## src/rtl/abs_diff_pkg.sv

```systemverilog
// Shared types and arithmetic helper for the sum-of-absolute-differences engine.
// Latency: n/a (types and a pure function only).
// Backpressure: n/a.
package abs_diff_pkg;

   typedef enum logic [1:0] {
      ACC   = 2'd0,
      DRAIN = 2'd1,
      DONE  = 2'd2
   } state_t;

   typedef enum logic [1:0] {
      CMP_EQ = 2'd0,
      CMP_GT = 2'd1,
      CMP_LT = 2'd2
   } cmp_t;

   // Adds at full precision, then clamps to the w-bit all-ones value
   // (saturate=1) or keeps the low w bits (saturate=0). w must be <= 31.
   function automatic logic [31:0] sat_add(input logic [31:0] acc,
                                           input logic [31:0] inc,
                                           input int unsigned w,
                                           input bit          saturate);
      logic [32:0] full;
      logic [32:0] lim;
      full = {1'b0, acc} + {1'b0, inc};
      lim  = (33'd1 << w) - 33'd1;
      if (saturate && (full > lim)) begin
         return lim[31:0];
      end
      return full[31:0] & lim[31:0];
   endfunction

endpackage

```

## src/rtl/abs_diff_lane.sv

```systemverilog
// One lane: unsigned compare of a against b plus registered absolute difference.
// Latency: 1 cycle from load to diff/cmp.
// Backpressure: none; holds its last result while load is low.
module abs_diff_lane
   import abs_diff_pkg::*;
#(
   parameter int WIDTH = 8
) (
   input  logic             clk,
   input  logic             RESET,
   input  logic             load,
   input  logic [WIDTH-1:0] a,
   input  logic [WIDTH-1:0] b,
   output logic [WIDTH-1:0] diff,
   output cmp_t             cmp
);

   // Capture |a-b| and the compare outcome for an accepted beat.
   always_ff @(posedge clk) begin
      if (RESET) begin
         diff <= '0;
         cmp  <= CMP_EQ;
      end else if (load) begin
         if (a > b) begin
            diff <= a - b;
            cmp  <= CMP_GT;
         end else if (a < b) begin
            diff <= b - a;
            cmp  <= CMP_LT;
         end else begin
            diff <= '0;
            cmp  <= CMP_EQ;
         end
      end
   end

endmodule

```

## src/rtl/abs_diff_accum.sv

```systemverilog
// Per-packet sum of absolute differences and GT/LT/EQ lane counts over CHANNELS lanes.
// Latency: last beat accepted in cycle T -> result valid in cycle T+2.
// Backpressure: in_ready drops from the last beat until the result is taken; result held until out_ready.
module abs_diff_accum
   import abs_diff_pkg::*;
#(
   parameter int WIDTH    = 8,
   parameter int CHANNELS = 4,
   parameter int ACC_W    = 16,
   parameter int CNT_W    = 8,
   parameter int SATURATE = 1
) (
   input  logic                      clk,
   input  logic                      RESET,
   input  logic                      in_valid,
   output logic                      in_ready,
   input  logic [CHANNELS*WIDTH-1:0] in_a,
   input  logic [CHANNELS*WIDTH-1:0] in_b,
   input  logic                      in_last,
   output logic                      out_valid,
   input  logic                      out_ready,
   output logic [ACC_W-1:0]          out_sum,
   output logic [CNT_W-1:0]          out_gt_cnt,
   output logic [CNT_W-1:0]          out_lt_cnt,
   output logic [CNT_W-1:0]          out_eq_cnt,
   output logic                      out_sat
);

   localparam logic [31:0] SUM_MAX = (32'd1 << ACC_W) - 32'd1;
   localparam logic [31:0] CNT_MAX = (32'd1 << CNT_W) - 32'd1;

   state_t           state;
   state_t           state_nxt;
   logic             accept;
   logic             s1_vld;
   logic             s1_last;
   logic [WIDTH-1:0] lane_diff [CHANNELS];
   cmp_t             lane_cmp  [CHANNELS];
   logic [31:0]      beat_sum;
   logic [31:0]      beat_gt;
   logic [31:0]      beat_lt;
   logic [31:0]      beat_eq;
   logic [31:0]      sum_full;
   logic [31:0]      gt_full;
   logic [31:0]      lt_full;
   logic [31:0]      eq_full;
   logic             sat_hit;

   assign accept = in_valid && in_ready;

   // Stage 1: one registered compare/abs-diff unit per lane.
   for (genvar g = 0; g < CHANNELS; g++) begin : g_lane
      abs_diff_lane #(.WIDTH(WIDTH)) u_lane (
         .clk   (clk),
         .RESET (RESET),
         .load  (accept),
         .a     (in_a[g*WIDTH +: WIDTH]),
         .b     (in_b[g*WIDTH +: WIDTH]),
         .diff  (lane_diff[g]),
         .cmp   (lane_cmp[g])
      );
   end

   // Stage-1 valid and end-of-packet marker travel alongside the lane registers.
   always_ff @(posedge clk) begin
      if (RESET) begin
         s1_vld  <= 1'b0;
         s1_last <= 1'b0;
      end else begin
         s1_vld  <= accept;
         s1_last <= accept && in_last;
      end
   end

   // Stage 2 combine: reduce lane diffs and popcount the compare outcomes.
   always_comb begin
      beat_sum = '0;
      beat_gt  = '0;
      beat_lt  = '0;
      beat_eq  = '0;
      for (int i = 0; i < CHANNELS; i++) begin
         beat_sum = beat_sum + 32'(lane_diff[i]);
         if (lane_cmp[i] == CMP_GT) beat_gt = beat_gt + 32'd1;
         if (lane_cmp[i] == CMP_LT) beat_lt = beat_lt + 32'd1;
         if (lane_cmp[i] == CMP_EQ) beat_eq = beat_eq + 32'd1;
      end
   end

   // Next accumulator values (clamped or wrapped) and the all-ones detector.
   always_comb begin
      sum_full = sat_add(32'(out_sum),    beat_sum, unsigned'(ACC_W), SATURATE != 0);
      gt_full  = sat_add(32'(out_gt_cnt), beat_gt,  unsigned'(CNT_W), SATURATE != 0);
      lt_full  = sat_add(32'(out_lt_cnt), beat_lt,  unsigned'(CNT_W), SATURATE != 0);
      eq_full  = sat_add(32'(out_eq_cnt), beat_eq,  unsigned'(CNT_W), SATURATE != 0);
      sat_hit  = (SATURATE != 0) &&
                 ((sum_full == SUM_MAX) || (gt_full == CNT_MAX) ||
                  (lt_full == CNT_MAX)  || (eq_full == CNT_MAX));
   end

   // Stage 2 accumulate; cleared when the packet result is handed off.
   always_ff @(posedge clk) begin
      if (RESET || (out_valid && out_ready)) begin
         out_sum    <= '0;
         out_gt_cnt <= '0;
         out_lt_cnt <= '0;
         out_eq_cnt <= '0;
         out_sat    <= 1'b0;
      end else if (s1_vld) begin
         out_sum    <= sum_full[ACC_W-1:0];
         out_gt_cnt <= gt_full[CNT_W-1:0];
         out_lt_cnt <= lt_full[CNT_W-1:0];
         out_eq_cnt <= eq_full[CNT_W-1:0];
         out_sat    <= out_sat || sat_hit;
      end
   end

   // FSM state register.
   always_ff @(posedge clk) begin
      if (RESET) begin
         state <= ACC;
      end else begin
         state <= state_nxt;
      end
   end

   // FSM next state: the last beat leaves stage 2 one cycle after entering DRAIN.
   always_comb begin
      state_nxt = state;
      case (state)
         ACC:     if (accept && in_last)  state_nxt = DRAIN;
         DRAIN:   if (s1_vld && s1_last)  state_nxt = DONE;
         DONE:    if (out_ready)          state_nxt = ACC;
         default:                         state_nxt = ACC;
      endcase
   end

   // FSM outputs decoded from state only, so out_ready never reaches in_ready.
   always_comb begin
      in_ready  = (state == ACC);
      out_valid = (state == DONE);
   end

endmodule

```

## config.mk

```make
export PLATFORM = sky130hd
export DESIGN_NAME = abs_diff_accum
export DESIGN_NICKNAME = d
export VERILOG_FILES = /design/src/rtl/abs_diff_pkg.sv /design/src/rtl/abs_diff_lane.sv /design/src/rtl/abs_diff_accum.sv
export SDC_FILE = /design/constraint.sdc
export NUM_CORES = 1
export LEC_CHECK = 0
export ABC_AREA = 1
export BUFFER_PORTS_ARGS = -buffer_cell sky130_fd_sc_hd__buf_2
export CORE_UTILIZATION = 40
export CTS_CLUSTER_DIAMETER = 120
export CTS_CLUSTER_SIZE = 25
export DETAILED_ROUTE_END_ITERATION = 7
export REMOVE_ABC_BUFFERS = 1
export SETUP_SLACK_MARGIN = 0.1
export SLEW_MARGIN = 20
export SYNTH_ARGS = -nofsm -noshare
export SYNTH_HDL_FRONTEND = slang
export SYNTH_SLANG_ARGS = --single-unit
```

## constraint.sdc

```tcl
create_clock -name clk -period 10.7 [get_ports clk]
set_clock_uncertainty 0.15 [all_clocks]
set_input_delay 1.07 -clock clk [delete_from_list [all_inputs] [get_ports clk]]
set_output_delay 1.07 -clock clk [all_outputs]
set_load 0.01 [all_outputs]
```

---- Word-level counts from Yosys, hierarchy flattened ----
Cells that the tools add are included.
storage, ports and cells
  word-level logic and storage cells ...... 128
  input bits .............................. 69
  bits in registers ....................... 85
operators by class
  $add $sub $neg .......................... 24
  equal/unequal tests ..................... 17
  mux-type cells .......................... 44
  reduce and logical (&&, ||, !) cells .... 15
  order comparisons ....................... 12
operators by type and width
  operator                                                          number
  two-way mux 32 bit                                                17
  adder 32 x 1 -> 32 bit (second input constant)                    9
  adder 8 x 32 -> 33 bit                                            3
  greater-than comparator 33 x 8 -> 1 bit (second input constant)   3
  == test 32 x 8 -> 1 bit (second input constant)                   3
  two-way mux 8 bit                                                 8
  subtractor 8 bit                                                  8
  == test 32 x 16 -> 1 bit (second input constant)                  1
  greater-than comparator 8 bit                                     4
  < comparator 8 bit                                                4
  two-way mux 2 bit                                                 11
  adder 16 x 11 -> 17 bit                                           1
  greater-than comparator 17 x 16 -> 1 bit (second input constant)  1
  adder 10 x 8 -> 11 bit                                            1
  adder 9 x 8 -> 10 bit                                             1
  == test 2 x 1 -> 1 bit (second input constant)                    5
  == test 2 bit (second input constant)                             5
  logical NOT 2 bit                                                 5
  adder 8 x 8 -> 9 bit                                              1
  two-way mux 1 bit                                                 7
  case mux 2 bit (3 select lines)                                   1
  logical OR 1 bit                                                  5
  logical AND 1 bit                                                 4
  != test 2 x 1 -> 1 bit (second input constant)                    2
  2 further kinds                                                   2

---- Logic depth before layout (Yosys ltp) ----
  word-level depth ........................ 17
  mapped depth ............................ 26

---- By module ----
From an unflattened synthesis, not the netlist that was laid out.
unflattened totals
  cells, all modules ...................... 1579
  area, all modules ....................... 9760.6 um^2
modules (own cells, without submodules)
  module                                 sequential area each (um^2)  cells each  instances  area each (um^2)
  abs_diff_accum                         900.9                        747         1          4749.6
  abs_diff_lane at g_lane[1].u_lane ...  200.2                        207         3          1249.9
  abs_diff_lane at g_lane[0].u_lane      200.2                        211         1          1261.2

---- Least setup slack after synthesis ----
Ideal clock, no wire load.
  kind .................................... flip-flop to flip-flop
  from .................................... reg out_sum[3]
  to ...................................... reg out_sat
  path slack .............................. 6.941 ns
  clock period less this slack ............ 3.759 ns
  arrival time ............................ 3.479 ns
  path buffers ............................ 1
  library setup time ...................... 0.131 ns
  stages on the path, launching flop included .. 21
  cell sequence ........................... dfxtp_1 -> inv_1 -> fa_1 -> inv_1 -> fa_1 -> inv_1 -> fa_1 -> inv_1 -> ha_1 -> or2_1 -> nand3_1 -> nand2_2 -> a21oi_2 -> buf_6 -> nand3_1 -> nand2_1 -> nor2_1 -> nand3_1 -> nand2_1 -> nand2_1 -> a21oi_2
between the ends
  word-level cells in the longest chain between the ends .. 9
RTL lines
  element                                   line                   RTL
  start: declaration                        abs_diff_accum.sv:22   output logic [ACC_W-1:0] out_sum,
  start signal: assignment                  abs_diff_accum.sv:109  out_sum <= sum_full[ACC_W-1:0];
  adder 16 x 11 -> 17 bit (*)               abs_diff_pkg.sv:26     full = {1'b0, acc} + {1'b0, inc};
  greater-than comparator 17 x 16 -> 1 bit  abs_diff_pkg.sv:28     if (saturate && (full > lim)) begin
  two-way mux 1 bit                         abs_diff_pkg.sv:28
  two-way mux 32 bit (*)                    abs_diff_pkg.sv:31     return full[31:0] & lim[31:0];
  == test 32 x 16 -> 1 bit (*)              abs_diff_accum.sv:96   ((sum_full == SUM_MAX) || (gt_full == CNT_MAX) ||
  logical OR 1 bit (*) (2 in a row)         abs_diff_accum.sv:96
  logical OR 1 bit (*)                      abs_diff_accum.sv:97   (lt_full == CNT_MAX) || (eq_full == CNT_MAX));
  logical OR 1 bit (*)                      abs_diff_accum.sv:113  out_sat <= out_sat || sat_hit;
  end signal: assignment                    abs_diff_accum.sv:113
  end: declaration                          abs_diff_accum.sv:26   output logic out_sat
Mark *: on every way between the ends. The rest lies on a longest branch, timed or not.
A chain may end at the register's enable or synchronous reset.

---- Worst setup path in the final report ----
  from .................................... reg out_sum[6]
  to ...................................... reg out_sat
Same word-level chain as after synthesis.

==> impl_metrics.json <==
{
  "num_antenna_cells": 0,
  "p_seq_share_pct": 27.4,
  "num_rows": 54,
  "drcViolationCount": 0,
  "crit_required_ns": 10.77,
  "fillers": 2308,
  "post-route-min-period_ns": 4.537,
  "ys_seq_elements": 85,
  "detailedPlace.worstSlack_ns": 6.209,
  "r2r-end": "out_sat",
  "crit_chain": "inv_1, fa_1, inv_1, fa_1, inv_1, fa_1, inv_1, ha_1, nand2_1, inv_1, a21oi_1, nand2_2, a21oi_2, o21ai_1, nand2_1, nor2_1, nand3_1, nand2_1, nand2_1, a21oi_2",
  "setup_viol": 0,
  "leakagePower_nw": 5.618,
  "place_inst": 1727,
  "root_buffer": "clkbuf_16",
  "insertion_delay_ns": 0.35,
  "grt_pass1_wl_mm": 35.18,
  "postPlaceCellArea_um2": 9672,
  "ys_warn_count": 0,
  "yosys_most_used_dff": "dfxtp_1",
  "crit_arrival_ns": 4.60,
  "cts_tree": "yes",
  "p_int_uw": 788.0,
  "ir_drop_v": 0.00007942,
  "tns_ns": 0,
  "total_power_mw": 1.389,
  "crit_top_cell": "inv_1",
  "yosysSeqAreaShare_pct": 19.10,
  "num_vias": 8231,
  "hold_buffers": 0,
  "fp.dieH_um": 151.2,
  "worstPathMaxFanout": 20,
  "swShare_pct": 43.26,
  "clk_pin_slew_worst_paths_ns": 0.07,
  "r2r_slack_ns": 6.16,
  "die_area_um2": 22870,
  "crit_slowest_cell": "a21oi_2",
  "hold_depth": 2,
  "hold_start": "out_sat",
  "hold_path_class": "register to register",
  "post-route-cell-area_um2": 9976,
  "clock.fmax_mhz": 220.4,
  "critPathMaxStageDelay_ns": 0.72,
  "switchingPower_uw": 600.9,
  "max_cap_violations": 0,
  "post-route-util_pct": 45.71,
  "grt_pass1_vias": 7431,
  "worst_pin_slew_ns": 0.8873,
  "r2r-start": "out_sum[6]",
  "slew_headroom_pct": 40.84,
  "cts_buffer_depth": 2,
  "grt_max_degree": 61,
  "areaGrowthSynthToFinish_pct": 12.00,
  "period_share_pct": 42.40,
  "h-tree-depth": 3,
  "dr.pass1.iters": 5,
  "syn_area_um2": 8907,
  "gr-usage-all-layers_pct": 19.17,
  "rsz0062_at_grt": "false",
  "clock-sinks": 85,
  "hpwl_mm": 16.95,
  "grt-ovfl-total": 0,
  "post_cts_resized": 0,
  "hold_ws_ns": 0.3163,
  "ioPinCount": 112,
  "layout.cells.non_filler": 1743,
  "drive_above_1_share_pct": 11.28,
  "hold_violations": 0,
  "wirelength_mm": 20.78,
  "viasPerCell": 4.722,
  "endpoint_kind": "register",
  "synth_edf_count": 0,
  "cts_setup_buffers": 0,
  "fin_nets": 1657,
  "r2r_cells": 20,
  "min_to": "out_sat",
  "async_flop_share_pct": 0,
  "criticalPathCategory": "register to register",
  "cp-start-kind": "register",
  "pwr-share-clk_pct": 23.8,
  "syn_inst": 1368,
  "syn_avg_cell_area_um2": 6.511,
  "routabilityCongestion": 0.8798,
  "wire_per_inst_um": 11.92,
  "initial_core_util_pct": 40.82,
  "grt_antenna_before_repair": 0,
  "ant_nets": 0,
  "coreArea_um2": 21820,
  "power_frac_comb_pct": 48.8,
  "port_buffers": 111,
  "power.density_nw_per_um2": 139.2,
  "status": "finished, final reports clean",
  "drtIter0Drc": 453,
  "cts_buffers": 9,
  "synth_cell_type_count": 48,
  "worst_slack_ns": 6.163,
  "drv_slew": 0,
  "die_width_um": 151.2
}
synth_stat cells, types with 15 or more instances:
cell type / instances / area share [%]
o21ai_0: 75 / 4.2
ha_1: 96 / 13
nand2_1: 256 / 11
nand4_1: 16 / 1.1
clkbuf_1: 15 / 0.63
a21oi_1: 86 / 4.8
nand3_1: 78 / 4.4
a31oi_1: 16 / 1.1
inv_1: 324 / 14
dfxtp_1: 85 / 19
nor2_1: 101 / 4.3
xor2_1: 33 / 3.2
o211ai_1: 24 / 2.0
fa_1: 34 / 7.6
critical path, delay by kind of cell (launching register included):
family / cells / cell delay (ns)
simple gates: 7 / 0.61
fa+ha+maj: 4 / 1.85
flops: 1 / 0.36
compound gates: 4 / 1.14
buf+inv: 5 / 0.28
cells in the final DEF, fill, tap and decap left out, types with 34 or more instances in the layout:
cell type / instances
nor2_1: 101
ha_1: 96
buf_2: 111
nand2_1: 256
dfxtp_1: 84
a21oi_1: 86
inv_1: 324
o21ai_0: 75
nand3_1: 78
fa_1: 34
routing by layer:
metal,track usage (%),wire (um)
met5,0,0
met4,5.050,206
met3,2.470,810
met2,30.00,8937
met1,27.44,10820
logic make-up after synthesis:
logic type	count (synthesis)	synth area share, %
AND/OR/NAND/NOR	496	23.96
buffers and inverters	369	15.93
AO/OA/AOI/OAI	245	15.70
adder cells (fa/ha/maj)	130	21.13
flip-flops	85	19.10
XOR/XNOR	42	4.130
other	1	0.04210
sequential cells by signal, indices dropped and copies added (netlist names):
| register | flops |
|---|---|
| g_lane.u_lane.cmp | 8 |
| g_lane.u_lane.diff | 32 |
| out_eq_cnt | 8 |
| out_gt_cnt | 8 |
| out_lt_cnt | 8 |
| out_sat | 1 |
| out_sum | 16 |
| s1_last | 1 |
| s1_vld | 1 |
| state | 2 |
power groups by stage:
stage	registers (mW)	logic [mW]	clock network [mW]
floorplan	0.389	0.502	0
global placement	0.387	0.674	0
detailed placement	0.388	0.677	0
CTS	0.381	0.682	0.339
global route	0.386	0.786	0.354
finish	0.380	0.678	0.331
layout make-up:
cell class	instances	area, um^2	area share, %
Tap cell	280	350.3	3.512
Clock inverter	6	75.07	0.7525
Clock buffer	10	229.0	2.295
Inverter	332	1246	12.49
Sequential cell	85	1703	17.07
Multi-Input combinational cell	916	5794	58.08
Timing Repair Buffer	114	578.1	5.795
how the worst max path moves through the flow:
stage | start | endpoint | slack, ns
floorplan | out_sum[3] | out_sat | 6.59
finish | out_sum[6] | out_sat | 6.16
CTS | out_sum[6] | out_sat | 6.21
detailed placement | out_sum[7] | out_sat | 6.21
global route | out_sum[6] | out_sat | 5.84
global placement | out_sum[3] | out_sat | 6.33
Power figures use the tool's default switching activity.
